## config.mk

```make
export PLATFORM = sky130hd
export DESIGN_NAME = cordic_iter
export DESIGN_NICKNAME = d
export VERILOG_FILES = /design/src/rtl/cordic_iter.sv
export SDC_FILE = /design/constraint.sdc
export NUM_CORES = 1
export LEC_CHECK = 0
export ABC_AREA = 1
export CAP_MARGIN = 20
export CORE_AREA = 5 5 156 158
export CTS_BUF_LIST = sky130_fd_sc_hd__clkbuf_16
export DETAILED_ROUTE_END_ITERATION = 10
export DIE_AREA = 0 0 161 163
export PLACE_DENSITY = 0.75
export SLEW_MARGIN = 40
export SYNTH_ARGS = -nofsm -noshare
export SYNTH_HDL_FRONTEND = slang
export SYNTH_SLANG_ARGS = --single-unit
```

## constraint.sdc

```tcl
create_clock -name clk -period 3.64 [get_ports clk]
set_input_delay 0.546 -clock clk [delete_from_list [all_inputs] [get_ports clk]]
set_output_delay 0.546 -clock clk [all_outputs]
set_load 0.02 [all_outputs]
```

## src/rtl/cordic_iter.sv

```systemverilog
// Sequential CORDIC engine: one micro-rotation per clock on a shared datapath,
// rotation or vectoring mode, valid/ready handshakes on both sides.
module cordic_iter #(
  parameter int WIDTH = 24,
  parameter int ITER  = 16
) (
  input  logic             clk,
  input  logic             reset_n,
  input  logic             in_valid,
  output logic             in_ready,
  input  logic             in_mode,
  input  logic [WIDTH-1:0] in_x,
  input  logic [WIDTH-1:0] in_y,
  input  logic [WIDTH-1:0] in_z,
  output logic             out_valid,
  input  logic             out_ready,
  output logic [WIDTH-1:0] out_x,
  output logic [WIDTH-1:0] out_y,
  output logic [WIDTH-1:0] out_z,
  output logic             busy
);

  localparam int KW  = $clog2(ITER + 1);
  localparam int TBL = 1 << KW;

  typedef enum logic [1:0] {
    IDLE = 2'd0,
    RUN  = 2'd1,
    DONE = 2'd2
  } state_e;

  // atan(2^-idx) in Q2.(WIDTH-2), rounded; evaluated from a 2^60-scaled series
  function automatic logic [WIDTH-1:0] atan_entry(input int idx);
    logic [63:0] one;
    logic [63:0] acc;
    logic [63:0] term;
    int          sh;
    int          frac_sh;
    one  = 64'd1 << 60;
    acc  = 64'd0;
    term = 64'd0;
    if (idx == 0) begin
      acc = 64'h0C90_FDAA_2216_8C23;
    end else begin
      for (int n = 0; n < 32; n++) begin
        sh = idx * (2 * n + 1);
        if (sh < 61) begin
          term = (one >> sh) / 64'(2 * n + 1);
          if ((n % 2) == 0) begin
            acc = acc + term;
          end else begin
            acc = acc - term;
          end
        end else begin
          term = 64'd0;
        end
      end
    end
    frac_sh = 60 - (WIDTH - 2);
    acc     = acc + (64'd1 << (frac_sh - 1));
    return WIDTH'(acc >> frac_sh);
  endfunction

  logic [WIDTH-1:0] angle_s [TBL];

  for (genvar g = 0; g < TBL; g++) begin : g_tbl
    if (g < ITER) begin : g_ent
      assign angle_s[g] = atan_entry(g);
    end else begin : g_pad
      assign angle_s[g] = '0;
    end
  end

  state_e                  state_q, state_d;
  logic signed [WIDTH-1:0] x_q, x_d;
  logic signed [WIDTH-1:0] y_q, y_d;
  logic signed [WIDTH-1:0] z_q, z_d;
  logic                    mode_q, mode_d;
  logic [KW-1:0]           k_q, k_d;

  logic signed [WIDTH-1:0] xs_s;
  logic signed [WIDTH-1:0] ys_s;
  logic                    dir_pos_s;

  // Shifted operands and rotation direction for the current iteration
  always_comb begin
    xs_s      = x_q >>> k_q;
    ys_s      = y_q >>> k_q;
    dir_pos_s = mode_q ? y_q[WIDTH-1] : ~z_q[WIDTH-1];
  end

  // Next-state and datapath update
  always_comb begin
    state_d = state_q;
    x_d     = x_q;
    y_d     = y_q;
    z_d     = z_q;
    mode_d  = mode_q;
    k_d     = k_q;
    case (state_q)
      IDLE: begin
        if (in_valid) begin
          x_d     = in_x;
          y_d     = in_y;
          z_d     = in_z;
          mode_d  = in_mode;
          k_d     = '0;
          state_d = RUN;
        end else begin
          state_d = IDLE;
        end
      end
      RUN: begin
        if (dir_pos_s) begin
          x_d = x_q - ys_s;
          y_d = y_q + xs_s;
          z_d = z_q - angle_s[k_q];
        end else begin
          x_d = x_q + ys_s;
          y_d = y_q - xs_s;
          z_d = z_q + angle_s[k_q];
        end
        k_d = k_q + KW'(1);
        if (k_q == KW'(ITER - 1)) begin
          state_d = DONE;
        end else begin
          state_d = RUN;
        end
      end
      DONE: begin
        if (out_ready) begin
          state_d = IDLE;
        end else begin
          state_d = DONE;
        end
      end
      default: begin
        state_d = IDLE;
      end
    endcase
  end

  // State and working registers; reset discards any operation in flight
  always_ff @(posedge clk or negedge reset_n) begin
    if (!reset_n) begin
      state_q <= IDLE;
      x_q     <= '0;
      y_q     <= '0;
      z_q     <= '0;
      mode_q  <= 1'b0;
      k_q     <= '0;
    end else begin
      state_q <= state_d;
      x_q     <= x_d;
      y_q     <= y_d;
      z_q     <= z_d;
      mode_q  <= mode_d;
      k_q     <= k_d;
    end
  end

  assign in_ready  = (state_q == IDLE);
  assign out_valid = (state_q == DONE);
  assign busy      = (state_q == RUN) || (state_q == DONE);
  assign out_x     = x_q;
  assign out_y     = y_q;
  assign out_z     = z_q;

endmodule
```

### Yosys cells after proc, flatten, opt, wreduce, memory -nomap -nowiden

Memories as Yosys holds them, arrays and structs flattened.
Index checks and enable logic that the tools add are counted.

* register bits after elaboration: 80
* bits in latches: 0
* RAM bits: 0
* bits in read-only memories: 768
* bits of input ports: 77
* output and inout port bits: 75
* word-level logic and storage cells: 46
* memories kept: 1

* add/subtract/negate cells: 7
* $mul: 0
* div/mod/pow operators: 0
* $lt $le $gt $ge: 1
* eq/ne operators: 4
* shift operators: 2
* muxes and demuxes: 18
* bitwise operators: 2
* reductions and logical operators: 5

Memory list
* (name not given): depth 32, width 24, rd ports 1, clocked after Yosys merged registers in 0, write ports 0, line 121 `z_d = z_q + angle_s[k_q];`

Operators with widths (count)
* 24-bit 2-to-1 mux: 8
* 24-bit case mux with 2 select lines: 3
* 24-bit adder: 3
* 24-bit subtractor: 3
* 24-bit by 5-bit >>> shifter with 24-bit output: 2
* 5-bit case mux with 2 select lines: 1
* 6-bit >= comparator, second input constant: 1
* 5-bit NOT with 6-bit output: 1
* 2-bit case mux with 3 select lines: 1
* 5-bit by 1-bit adder with 5-bit output, second input constant: 1
* 5-bit by 4-bit equality test with 1-bit output, second input constant: 1
* 5-bit 2-to-1 mux: 1
* 2-bit 2-to-1 mux: 2
* 2-bit AND reduction: 2
* 2-bit by 1-bit equality test with 1-bit output, second input constant: 1
* 2-bit equality test, second input constant: 1
* 2-bit zero test: 1
* 1-bit 2-to-1 mux: 2
* 2-bit != test, second input constant: 1
* 2-bit nonzero test: 1
* 1-bit logical OR: 1
* 1-bit NOT: 1

### Longest topological paths before layout

* depth after elaboration: 7
* mapped depth: 33
* mapped depth without buffers: 31

### Worst setup path before layout

No wires, ideal clock.

* path kind: reg-to-reg
* start point: reg k_q[0]
* end point: reg y_q[15], in the netlist out_y[15]
* library setup time: 83 ps
* arrival: 3731 ps
* data required time: 3557 ps
* setup slack: -173 ps
* stages on the path, launching flop included: 25
* buffers on the path: 2
* period minus slack after synthesis: 3813 ps
* cells stage by stage: dfrtp_1 > buf_6 > buf_2 > nand2_1 > nand3_1 > nand3_1 > nand2_1 > nand2_1 > nand2_1 > a21oi_2 > ha_1 > inv_1 > o31ai_1 > xor2_1 > inv_1 > ha_1 > a21oi_1 > a21boi_0 > o21ai_0 > a21oi_1 > o21ai_0 > a21oi_1 > xnor2_1 > nor2_1 > o21ai_0

* cells in the longest elaborated chain, start to end: 4
* elaborated cells between the ends (all ways): 5
* classes of those cells: add/sub: 2; shift: 1; mux: 2

RTL lines
* from (decl): line 79 `logic [KW-1:0] k_q, k_d;`
* from (signal assigned): line 158 `k_q <= k_d;`
* 24-bit by 5-bit >>> shifter with 24-bit output *: line 87 `xs_s = x_q >>> k_q;`
* 24-bit subtractor / 24-bit adder (equally long branches): line 120, 116
* 24-bit 2-to-1 mux *: line 114 `if (dir_pos_s) begin`
* 24-bit case mux with 2 select lines *: line 100 `case (state_q)`
* to (signal assigned): line 155 `y_q <= y_d;`
* to (decl): line 76 `logic signed [WIDTH-1:0] y_q, y_d;`

Every way passes the cells marked *; elsewhere a longest branch is shown, timed or not.
A chain may end at the register's enable or synchronous reset.

### Worst setup path after layout

* start point: reg k_q[0]
* end point: reg y_q[21], in the netlist out_y[21]

The elaborated chain is that of the path after synthesis.

==> metrics <==
GR Util All Layers between 30 and 40%; register area share after synthesis about 17%; share of layout cells above drive strength 1 between 30% and 40%; Worst Tran Pin Value approximately 850 ps; final setup violation count 45; kind of critical path flip-flop to flip-flop; Worst Setup EP out_y[21]$_DFFE_PN0P_; Mapped Area roughly 12000 um^2; Critical path buffers and inverters 5; post-synth cell types 51; post-DP HPWL ~37000 um; final setup margin -731.2 ps; Fin. Hold Viols 0; CP peak stage delay around 540 ps; CTS tree done; first drt pass iteration count 6; YS warnings 0; crit path launch k_q[0]$_DFFE_PN0P_; Final period util 120.1%; worst hold path class input port to asynchronous set/reset pin; Routed WL between 50000 and 60000 um; Arr. time, crit path 4580 ps; Placed Cells roughly 2700; total gr overflow 0; Syn Inst Count roughly 1900; crit-path leading delay family simple AND/OR/NAND/NOR gates; maximum number of pins on one net before global-route repair 84; reg-to-reg setup timing slack -730 ps; clock-pin slew on the worst setup and hold paths roughly 80 ps; Crit. path cell count 26; Final nets between 2000 and 3000; antenna violations before repair 0; clk_skew ~20 ps; global-route wire length before repair approximately 77000 um; I/O pins about 150; clk sinks 80; Die Height between 150 and 200 um; number of flops mapped to enable cells by yosys 0; I/O Buffers 151; Storage cell area 2008 um^2; Crit-path slowest cell dfrtp_4; register bit total from synthesis 80; Net Count, Synth 2090; diodes inserted 0; CTS Buf Count 9; failing checks negative setup slack; DR vias between 15000 and 20000; CP max FO 25; final hold slack ~240 ps; max-slew violations 0; unrepaired setup endpoints after global routing true; Avg WL per Cell about 18 um; maxcap violations 0; CTS max path bufs 2; worst r2r src k_q[0]$_DFFE_PN0P_; top area cells in the synthesized netlist nand2_1, dfrtp_1, ha_1; syn avg cell area approximately 6.0 um^2; number of global-route vias before repair 15340; ys async rst share 100.0%; ys flop type dfrtp_1; starting density of the core between 50% and 60%; outcome complete, but fails checks; H-tree depth 3; cell taking the most area after synthesis nand2_1; Critical Path RT a little under 4000 ps; Setup crit start kind flip-flop; CTS Root Cell clkbuf_16; Final GP Congestion 0.9736; First DRT Iteration DRCs roughly 1500; fmax ~230 MHz; drt drc 0; Crit. End Element flip-flop; slew margin rel. around 43%; Routed Antenna Nets 0; final worst path period need ~4400 ps; Yosys top cell area share a little under a fifth; Post-Layout Cell Count roughly 2800; Multi-input gate area approximately 9500 um^2; num rows 56; via/cell ratio between 5 and 6; Critical R2R Capture out_y[21]$_DFFE_PN0P_; Filler Cell Count between 1500 and 2000; Die W ~160 um; Die ar. between 20000 and 30000 um^2; Layout area overhead 57.64%; Worst-Skew Late Latency between 300 and 400 ps; Placeable Area roughly 23000 um^2; reg2reg path depth 26
layout make-up:
| class | count | area share (%) |
|---|---|---|
| sequential | 80 | 10.99 |
| clock inverter | 7 | 0.4245 |
| inverter | 139 | 2.937 |
| timing repair inverter | 2 | 0.2123 |
| multi-input combinational | 1614 | 52.25 |
| tap | 290 | 1.986 |
| timing repair buffer | 652 | 29.97 |
| clock buffer | 9 | 1.232 |
cells in the final DEF (no fill, tap or decap), types with 62 or more instances in the layout:
cell type / n
nor2_1: 146
nand2_1: 545
xor2_1: 62
buf_4: 483
dfrtp_1: 77
o21ai_0: 116
a21oi_1: 87
clkdlybuf4s50_1: 150
inv_1: 114
ha_1: 70
nand3_1: 203
Yosys cell counts (8+ instances only):
cell,instances
a21o_1,12
a21oi_1,125
buf_2,20
buf_4,10
buf_6,10
clkbuf_1,39
dfrtp_1,80
ha_1,92
inv_1,119
inv_2,16
nand2_1,575
nand2_2,9
nand3_1,215
nand4_1,16
nor2_1,160
nor2_2,17
nor3_1,13
nor4_1,8
o211ai_1,22
o21ai_0,172
o21ai_1,15
xnor2_1,25
xor2_1,64
kinds of logic (layout without fill, tap and decap cells):
kind of cell	after synthesis	count (layout)	synth area share (%)
simple gates	1033	1033	37.82
compound gates	396	396	19.14
buf+inv	224	809	8.462
fa+ha+maj	95	95	10.45
xor+xnor	90	90	6.865
flops	80	80	17.27
state kept, by name, summed over array words and instances, names as in the netlist:
| name | cells |
|---|---|
| out_z | 24 |
| out_y | 24 |
| k_q | 5 |
| mode_q | 1 |
| out_x | 24 |
| state_q | 2 |
timing repair:
item / CTS / global route
gates resized for setup: 134 / 130
setup endpoints to repair: 49 / 54
buffers inserted: 22 / 16
hold buffers: 0 / 0
gates cloned: 2 / 2
pin swaps: 30 / 43
worst min-delay path by stage:
stage | endpoint | from | depth (start not counted)
after global placement | out_z[21]$_DFFE_PN0P_ | out_z[21]$_DFFE_PN0P_ | 2
after detailed placement | out_z[21]$_DFFE_PN0P_ | out_z[21]$_DFFE_PN0P_ | 2
after floorplan | k_q[0]$_DFFE_PN0P_ | reset_n | 0
after CTS | out_z[19]$_DFFE_PN0P_ | reset_n | 1
after global routing | out_z[19]$_DFFE_PN0P_ | reset_n | 1
final | out_z[19]$_DFFE_PN0P_ | reset_n | 1
metrics by stage:
| stage | utilization, % | worst slack [ps] | setup TNS, ps | area, um^2 |
|---|---|---|---|---|
| 2_1_floorplan | - | -5.039 | -5.039 | 11620 |
| 3_3_place_gp | 72.23 | -895.1 | -16370 | 16600 |
| 3_5_place_dp | 72.25 | -958.3 | -20390 | 16600 |
| 4_1_cts | 76.63 | -522.6 | -9177 | 17610 |
| 5_1_grt | 79.51 | -843.5 | -25620 | 18270 |
| 6_report | 79.51 | -731.2 | -16140 | 18270 |
layer usage:
metal  track usage, %  part of all wire, %  routed length (um)
met5                0                    0                   0
met3            4.353                  6.5                3318
met4            16.40                  5.3                2689
met1            45.27                   41               20660
met2            62.66                   48               24240
Power is not shown: default switching activity piles up to over one toggle a cycle in this logic, so the estimate is an artifact.
